**src/rtl/arms_cmd_arbiter_pkg.sv**
```systemverilog
`default_nettype none
// +----------------------------------------------------------------------+
// | arms_pkg: command encodings, FSM state type and data width.          |
// | Rev 1.0                                                              |
// +----------------------------------------------------------------------+
package arms_pkg;

  localparam int DATA_W = 4;

  localparam logic [1:0] CMD_RST_CNT    = 2'b00;
  localparam logic [1:0] CMD_LOAD_LIMIT = 2'b01;
  localparam logic [1:0] CMD_COUNT_UP   = 2'b10;
  localparam logic [1:0] CMD_COUNT_DOWN = 2'b11;

  typedef enum logic [1:0] {
    IDLE  = 2'd0,
    SETUP = 2'd1,
    PULSE = 2'd2,
    HOLD  = 2'd3
  } state_t;

  function automatic int max3(input int a, input int b, input int c);
    int m;
    m = (a > b) ? a : b;
    return (m > c) ? m : c;
  endfunction

endpackage
`default_nettype wire

```
**src/rtl/arms_cmd_arbiter_if.sv**
```systemverilog
`default_nettype none
// +----------------------------------------------------------------------+
// | arms_cmd_if: requester-side command bus (valid/con/data/ready).      |
// | Rev 1.0                                                              |
// +----------------------------------------------------------------------+
interface arms_cmd_if
  import arms_pkg::*;
#(
  parameter int NREQ = 2
) ();

  logic [NREQ-1:0]        req_valid;
  logic [2*NREQ-1:0]      req_con;
  logic [DATA_W*NREQ-1:0] req_data;
  logic [NREQ-1:0]        req_ready;

  modport master (output req_valid, output req_con, output req_data, input req_ready);
  modport slave  (input req_valid, input req_con, input req_data, output req_ready);

endinterface
`default_nettype wire

```
**src/rtl/arms_rr_arbiter.sv**
```systemverilog
`default_nettype none
// +----------------------------------------------------------------------+
// | arms_rr_arbiter: round-robin one-hot grant, pointer = last grant + 1. |
// | Rev 1.0                                                              |
// +----------------------------------------------------------------------+
module arms_rr_arbiter #(
  parameter int NREQ = 2
) (
  input  logic            clk,
  input  logic            rst,
  input  logic [NREQ-1:0] valid_i,
  input  logic            advance_i,
  output logic [NREQ-1:0] grant_o
);

  localparam int IW = $clog2(NREQ);

  logic [IW-1:0] ptr_q;
  logic [IW-1:0] win_idx_d;
  logic          found_d;

  function automatic logic [IW-1:0] wrap_idx(input logic [IW-1:0] base, input int off);
    int s;
    s = int'(base) + off;
    if (s >= NREQ) s = s - NREQ;
    return s[IW-1:0];
  endfunction

  always_comb begin
    grant_o   = '0;
    win_idx_d = '0;
    found_d   = 1'b0;
    for (int k = 0; k < NREQ; k++) begin
      if (!found_d && valid_i[wrap_idx(ptr_q, k)]) begin
        found_d            = 1'b1;
        win_idx_d          = wrap_idx(ptr_q, k);
        grant_o[win_idx_d] = 1'b1;
      end
    end
  end

  always_ff @(posedge clk) begin
    if (rst) begin
      ptr_q <= '0;
    end else if (advance_i) begin
      ptr_q <= (win_idx_d == IW'(NREQ - 1)) ? '0 : win_idx_d + IW'(1);
    end
  end

endmodule
`default_nettype wire

```
**src/rtl/arms_cmd_arbiter.sv**
```systemverilog
`default_nettype none
// +----------------------------------------------------------------------+
// | arms_cmd_arbiter: arbitrates counter commands and times STRB vs      |
// | CON/DATA. Option: ARMS_LIMIT_SHADOW_EN adds the AT_LIMIT shadow.     |
// | Rev 1.0                                                              |
// +----------------------------------------------------------------------+
module arms_cmd_arbiter
  import arms_pkg::*;
#(
  parameter int NREQ       = 2,
  parameter int STRB_SETUP = 1,
  parameter int STRB_WIDTH = 1,
  parameter int STRB_HOLD  = 1
) (
  input  logic              clk,
  input  logic              rst,
  arms_cmd_if.slave         req,
  output logic              strb_o,
  output logic [1:0]        con_o,
  output logic [DATA_W-1:0] data_o,
  input  logic [DATA_W-1:0] cout_i,
  output logic              busy_o,
  output logic              done_o,
  output logic              at_limit_o
);

  localparam int CW = $clog2(max3(STRB_SETUP, STRB_WIDTH, STRB_HOLD)) + 1;

  state_t            state_q;
  logic [CW-1:0]     cnt_q;
  logic              strb_q;
  logic              done_q;
  logic [1:0]        con_q;
  logic [DATA_W-1:0] data_q;

  logic [NREQ-1:0]   grant_d;
  logic              advance_d;
  logic [1:0]        win_con_d;
  logic [DATA_W-1:0] win_data_d;

  assign advance_d     = (state_q == IDLE) && (|req.req_valid) && !rst;
  assign req.req_ready = ((state_q == IDLE) && !rst) ? grant_d : '0;

  arms_rr_arbiter #(.NREQ(NREQ)) u_rr (
    .clk       (clk),
    .rst       (rst),
    .valid_i   (req.req_valid),
    .advance_i (advance_d),
    .grant_o   (grant_d)
  );

  always_comb begin
    win_con_d  = '0;
    win_data_d = '0;
    for (int i = 0; i < NREQ; i++) begin
      if (grant_d[i]) begin
        win_con_d  = req.req_con[2*i +: 2];
        win_data_d = req.req_data[DATA_W*i +: DATA_W];
      end
    end
  end

  always_ff @(posedge clk) begin
    if (rst) begin
      state_q <= IDLE;
      cnt_q   <= '0;
      strb_q  <= 1'b0;
      done_q  <= 1'b0;
      con_q   <= '0;
      data_q  <= '0;
    end else begin
      done_q <= 1'b0;
      case (state_q)
        IDLE: begin
          if (|req.req_valid) begin
            con_q   <= win_con_d;
            data_q  <= win_data_d;
            cnt_q   <= '0;
            state_q <= SETUP;
          end
        end
        SETUP: begin
          if (cnt_q == CW'(STRB_SETUP - 1)) begin
            cnt_q   <= '0;
            strb_q  <= 1'b1;
            state_q <= PULSE;
          end else begin
            cnt_q <= cnt_q + CW'(1);
          end
        end
        PULSE: begin
          if (cnt_q == CW'(STRB_WIDTH - 1)) begin
            cnt_q   <= '0;
            strb_q  <= 1'b0;
            done_q  <= (STRB_HOLD == 1);
            state_q <= HOLD;
          end else begin
            cnt_q <= cnt_q + CW'(1);
          end
        end
        HOLD: begin
          // DONE is registered, so it is raised one cycle before the last HOLD cycle ends.
          if (cnt_q == CW'(STRB_HOLD - 1)) begin
            cnt_q   <= '0;
            state_q <= IDLE;
          end else begin
            cnt_q  <= cnt_q + CW'(1);
            done_q <= (STRB_HOLD >= 2) && (cnt_q == CW'(STRB_HOLD - 2));
          end
        end
        default: state_q <= IDLE;
      endcase
    end
  end

  assign strb_o = strb_q;
  assign con_o  = con_q;
  assign data_o = data_q;
  assign done_o = done_q;
  assign busy_o = (state_q != IDLE);

`ifdef ARMS_LIMIT_SHADOW_EN
  logic [DATA_W-1:0] shadow_q;
  logic              at_limit_q;

  always_ff @(posedge clk) begin
    if (rst) begin
      shadow_q   <= '0;
      at_limit_q <= 1'b0;
    end else begin
      if (done_q && (con_q == CMD_LOAD_LIMIT)) shadow_q <= data_q;
      at_limit_q <= (cout_i == shadow_q);
    end
  end

  assign at_limit_o = at_limit_q;
`else
  logic w_unused_cout;
  assign w_unused_cout = ^cout_i;
  assign at_limit_o    = 1'b0;
`endif

endmodule
`default_nettype wire

```
**src/flat_wrapper.sv**
```systemverilog
// flat-port wrapper written by rule: the top's interface ports become plain ports
module arms_cmd_arbiter_flat import arms_pkg::*;
#(
  parameter int NREQ       = 2,
  parameter int STRB_SETUP = 1,
  parameter int STRB_WIDTH = 1,
  parameter int STRB_HOLD  = 1
)
  (clk, rst, strb_o, con_o, data_o, cout_i, busy_o, done_o, at_limit_o, req_req_valid, req_req_con, req_req_data, req_req_ready);
  arms_cmd_if #(.NREQ(NREQ)) req_i ();
  input  logic clk;
  input  logic rst;
  output logic strb_o;
  output logic [1:0] con_o;
  output logic [DATA_W-1:0] data_o;
  input  logic [DATA_W-1:0] cout_i;
  output logic busy_o;
  output logic done_o;
  output logic at_limit_o;
  input wire logic [$bits(req_i.req_valid)-1:0] req_req_valid;
  input wire logic [$bits(req_i.req_con)-1:0] req_req_con;
  input wire logic [$bits(req_i.req_data)-1:0] req_req_data;
  output wire logic [$bits(req_i.req_ready)-1:0] req_req_ready;
  assign req_i.req_valid = req_req_valid;
  assign req_i.req_con = req_req_con;
  assign req_i.req_data = req_req_data;
  assign req_req_ready = req_i.req_ready;
  arms_cmd_arbiter #(.NREQ(NREQ), .STRB_SETUP(STRB_SETUP), .STRB_WIDTH(STRB_WIDTH), .STRB_HOLD(STRB_HOLD)) u_core (.clk(clk), .rst(rst), .req(req_i), .strb_o(strb_o), .con_o(con_o), .data_o(data_o), .cout_i(cout_i), .busy_o(busy_o), .done_o(done_o), .at_limit_o(at_limit_o));
endmodule
```
**config.mk**
```make
export PLATFORM = sky130hd
export DESIGN_NAME = arms_cmd_arbiter_flat
export DESIGN_NICKNAME = d
export VERILOG_FILES = /design/src/rtl/arms_cmd_arbiter_pkg.sv /design/src/rtl/arms_cmd_arbiter_if.sv /design/src/rtl/arms_rr_arbiter.sv /design/src/rtl/arms_cmd_arbiter.sv /design/src/flat_wrapper.sv
export SDC_FILE = /design/constraint.sdc
export NUM_CORES = 1
export LEC_CHECK = 0
export BUFFER_PORTS_ARGS = -buffer_cell sky130_fd_sc_hd__buf_2
export CAP_MARGIN = 20
export CORE_AREA = 2 2 39 41
export CTS_BUF_LIST = sky130_fd_sc_hd__clkbuf_8
export DETAILED_ROUTE_END_ITERATION = 16
export DIE_AREA = 0 0 41 43
export PLACE_DENSITY = 0.73
export SKIP_CTS_REPAIR_TIMING = 1
export SLEW_MARGIN = 40
export SYNTH_ARGS = -nofsm -noshare
export SYNTH_HDL_FRONTEND = slang
export SYNTH_SLANG_ARGS = --single-unit
```
**constraint.sdc**
```tcl
create_clock -name clk -period 3.3 [get_ports clk]
set_input_delay 0.165 -clock clk [delete_from_list [all_inputs] [get_ports clk]]
set_output_delay 0.165 -clock clk [all_outputs]
set_load 0.03 [all_outputs]
```
==> impl_metrics.csv <==
group,metric,value,unit
placed_design,place.port_buffers,26,
logic_synthesis,synthCells,58,
run,drv_cap,0,
logic_synthesis,synth.distinct_cells,20,
timing,fin_crit,1.670,ns
min_path,hp-class,"input port to flop",
grt,grtUsageTotal,0.1492,
run_status,outcome,"finished, final reports clean",
pwr,pwr-share-seq,0.299,
pwr,switching_share,0.4353,
setup_path,critPathTopFamily,"simple AND/OR/NAND/NOR gates",
routing,finalWirelength,1139,µm
cts,numCtsBuffers,3,
timing,fin_crit_sh,0.5061,
grt,grt_max_degree,14,
cts,root_buffer,"clkbuf_8",
grt,grt_pass1_wl,1814,µm
logic_synthesis,synth-seq-cells,11,
setup_path,crit_arrival,1.51,ns
final_layout,multi_input_area,269.0,µm²
cts,cts_buffer_depth,2,
final_layout,layout_common_cells,"26 x buf_2, 14 x nor3_1, 11 x dfxtp_1",
setup_path,critical_path_class,"flop to output pin",
timing,clock_skew,0.005685,ns
timing,fmax,598.7,MHz
setup_path,slowest_delay,0.31,ns
cts,clock-sinks,11,
timing,finalSetupViolations,0,
grt,overflow,0,
setup_path,startpoint_type,"flop",
cts,clk_latency,0.24,ns
placed_design,post-place-ws,1.870,ns
pwr,power_frac_comb,0.512,
pwr,p_clk_frac,0.188,
final_layout,seq_area,220.2,µm²
pwr,ir_drop,323.9,µV
placed_design,dpl.hpwl,860,µm
final_layout,diodes,0,
routing,drt_iter0_drc,22,
grt,grt_pass1_vias,459,
floorplanning,initial_core_util,0.3725,
pwr,power.density,1001,nW/µm²
floorplanning,die_area,1763,µm²
grt,antenna_found_initial,0,
setup_path,cp_max_fo,8,
pwr,internal_power,0.3932,mW
routing,drc_errors,0,
cts,htreeDepth,1,
floorplanning,chipHeight,43,µm
logic_synthesis,synthesis.area,515.5,µm²
final_layout,final_core_util,0.5027,
floorplanning,die_w,41,µm
final_layout,nets,109,
logic_synthesis,syn_nets,81,
floorplanning,coreArea,1384,µm²
timing,layout_setup_ws,1.630,ns
cts,tritoncts,"built",
logic_synthesis,postSynthAreaPerCell,8.888,µm²
logic_synthesis,yosysWarnings,0,
logic_synthesis,synth_area_leaders,"dfxtp_1 43%, nor3_1 14%, o32ai_1 10%",
logic_synthesis,ys_seq_area_frac,0.4272,
routing,vias,526,
setup_path,cp.required,3.13,ns
final_layout,final_common_cell,"buf_2",
logic_synthesis,netlist.area_leader.share,0.4272,
logic_synthesis,yosysTopAreaCell,"dfxtp_1",
setup_path,critPathCaptureType,"output pin",
timing,rsz0062_at_grt,"no",
routing,wire_per_inst,11.28,µm
setup_path,path_cells,"inv_1 > ha_1 > nand2_1 > nor3_1 > buf_2",
timing,hold_viol,0,
cts,clk_pin_slew_worst_paths,0.05,ns
routing,vias_per_cell,5.208,
routing,drt_first_pass_iters,4,
floorplanning,rows,14,
pwr,p_switching,0.3031,mW
final_layout,n_fill_cell,133,
timing,tns,0,ns
setup_path,crit_slowest_cell,"dfxtp_1",
final_layout,drive_gt1_frac,0.3765,
placed_design,gp_congestion,0.7601,
timing,slew_viol_final,0,
setup_path,crit_buf_inv,2,
routing,ant_nets,0,
floorplanning,top_level_ports,32,
final_layout,area_growth,34.95,%
pwr,power_leakage,0.3305,nW
==> final cells by class <==
type                            instances  share of cell area
Inverter                                3             0.01619
Tap cell                               16             0.02878
Clock inverter                          1            0.005396
Timing Repair Buffer                   26              0.1871
Multi-Input combinational cell         41              0.3867
Sequential cell                        11              0.3165
Clock buffer                            3             0.05935
==> cell families (layout without fill, tap and decap cells) <==
kind of cell,Yosys count,count (layout),share of synthesized area
AO/OA/AOI/OAI,10,10,0.1650
AND/OR/NAND/NOR,26,26,0.2573
other,1,1,0.007275
buffers and inverters,6,33,0.05096
flip-flops,11,11,0.4272
adder cells (fa/ha/maj),3,3,0.07282
multiplexers,1,1,0.01942
==> metal layers <==
layer,vias up,wire (µm),track usage
li1,261,-,-
met3,2,54,0.04712
met2,15,576,0.2156
met1,248,500,0.1987
met4,0,6,0.06000
met5,-,0,0
==> state kept, by name (all words and copies together) (netlist names), named ones only <==
register / flops
u_core.data_o: 4
u_core.done_o: 1
u_core.state_q: 2
u_core.con_o: 2
u_core.strb_o: 1
==> Yosys cell counts <==
cell type / instances
buf_1: 1
nand2_1: 3
nor2_1: 4
a211oi_1: 1
dfxtp_1: 11
o21a_1: 1
clkbuf_1: 1
nor2b_1: 2
buf_4: 1
a211oi_2: 1
conb_1: 1
mux2i_1: 1
and2_1: 1
a21oi_1: 1
ha_1: 3
nor3_1: 14
inv_1: 3
or2_2: 1
o32ai_1: 6
or3b_4: 1
==> worst min-delay path, cell delays in order <==
cell    delay (ns)
buf_2         0.08
nor3_1        0.04
nor3_1        0.11
==> through the flow <==
stage	power (mW)	instances	area, µm²	hold slack, ns
global placement	0.5638	97	650.6	0.4311
finish	0.6964	101	695.7	0.2061
global route	0.7481	101	695.7	0.2105
CTS	0.7023	101	695.7	0.2053
detailed placement	0.5700	97	650.6	0.4448
floorplan	0.4819	58	515.5	0.2366
==> power groups by stage <==
stage | clock network (mW) | registers (mW) | logic, mW
finish | 0.131 | 0.209 | 0.357
global route | 0.143 | 0.215 | 0.390
CTS | 0.133 | 0.209 | 0.361
detailed placement | 0 | 0.212 | 0.358
global placement | 0 | 0.209 | 0.355
floorplan | 0 | 0.277 | 0.205
==> path summary, 6_finish.rpt <==
kind	startpoint	endpoint	slack, ns	depth (start not counted)
min	req_req_con[2]	u_core.con_o[0]	0.21	3
max	u_core.state_q[0]	req_req_ready[1]	1.63	5
max reg2reg	u_core.state_q[0]	u_core.state_q[1]	1.91	5
min reg2reg	flop	flop	0.48	2
No activity file was read; power rests on OpenSTA's default activity.
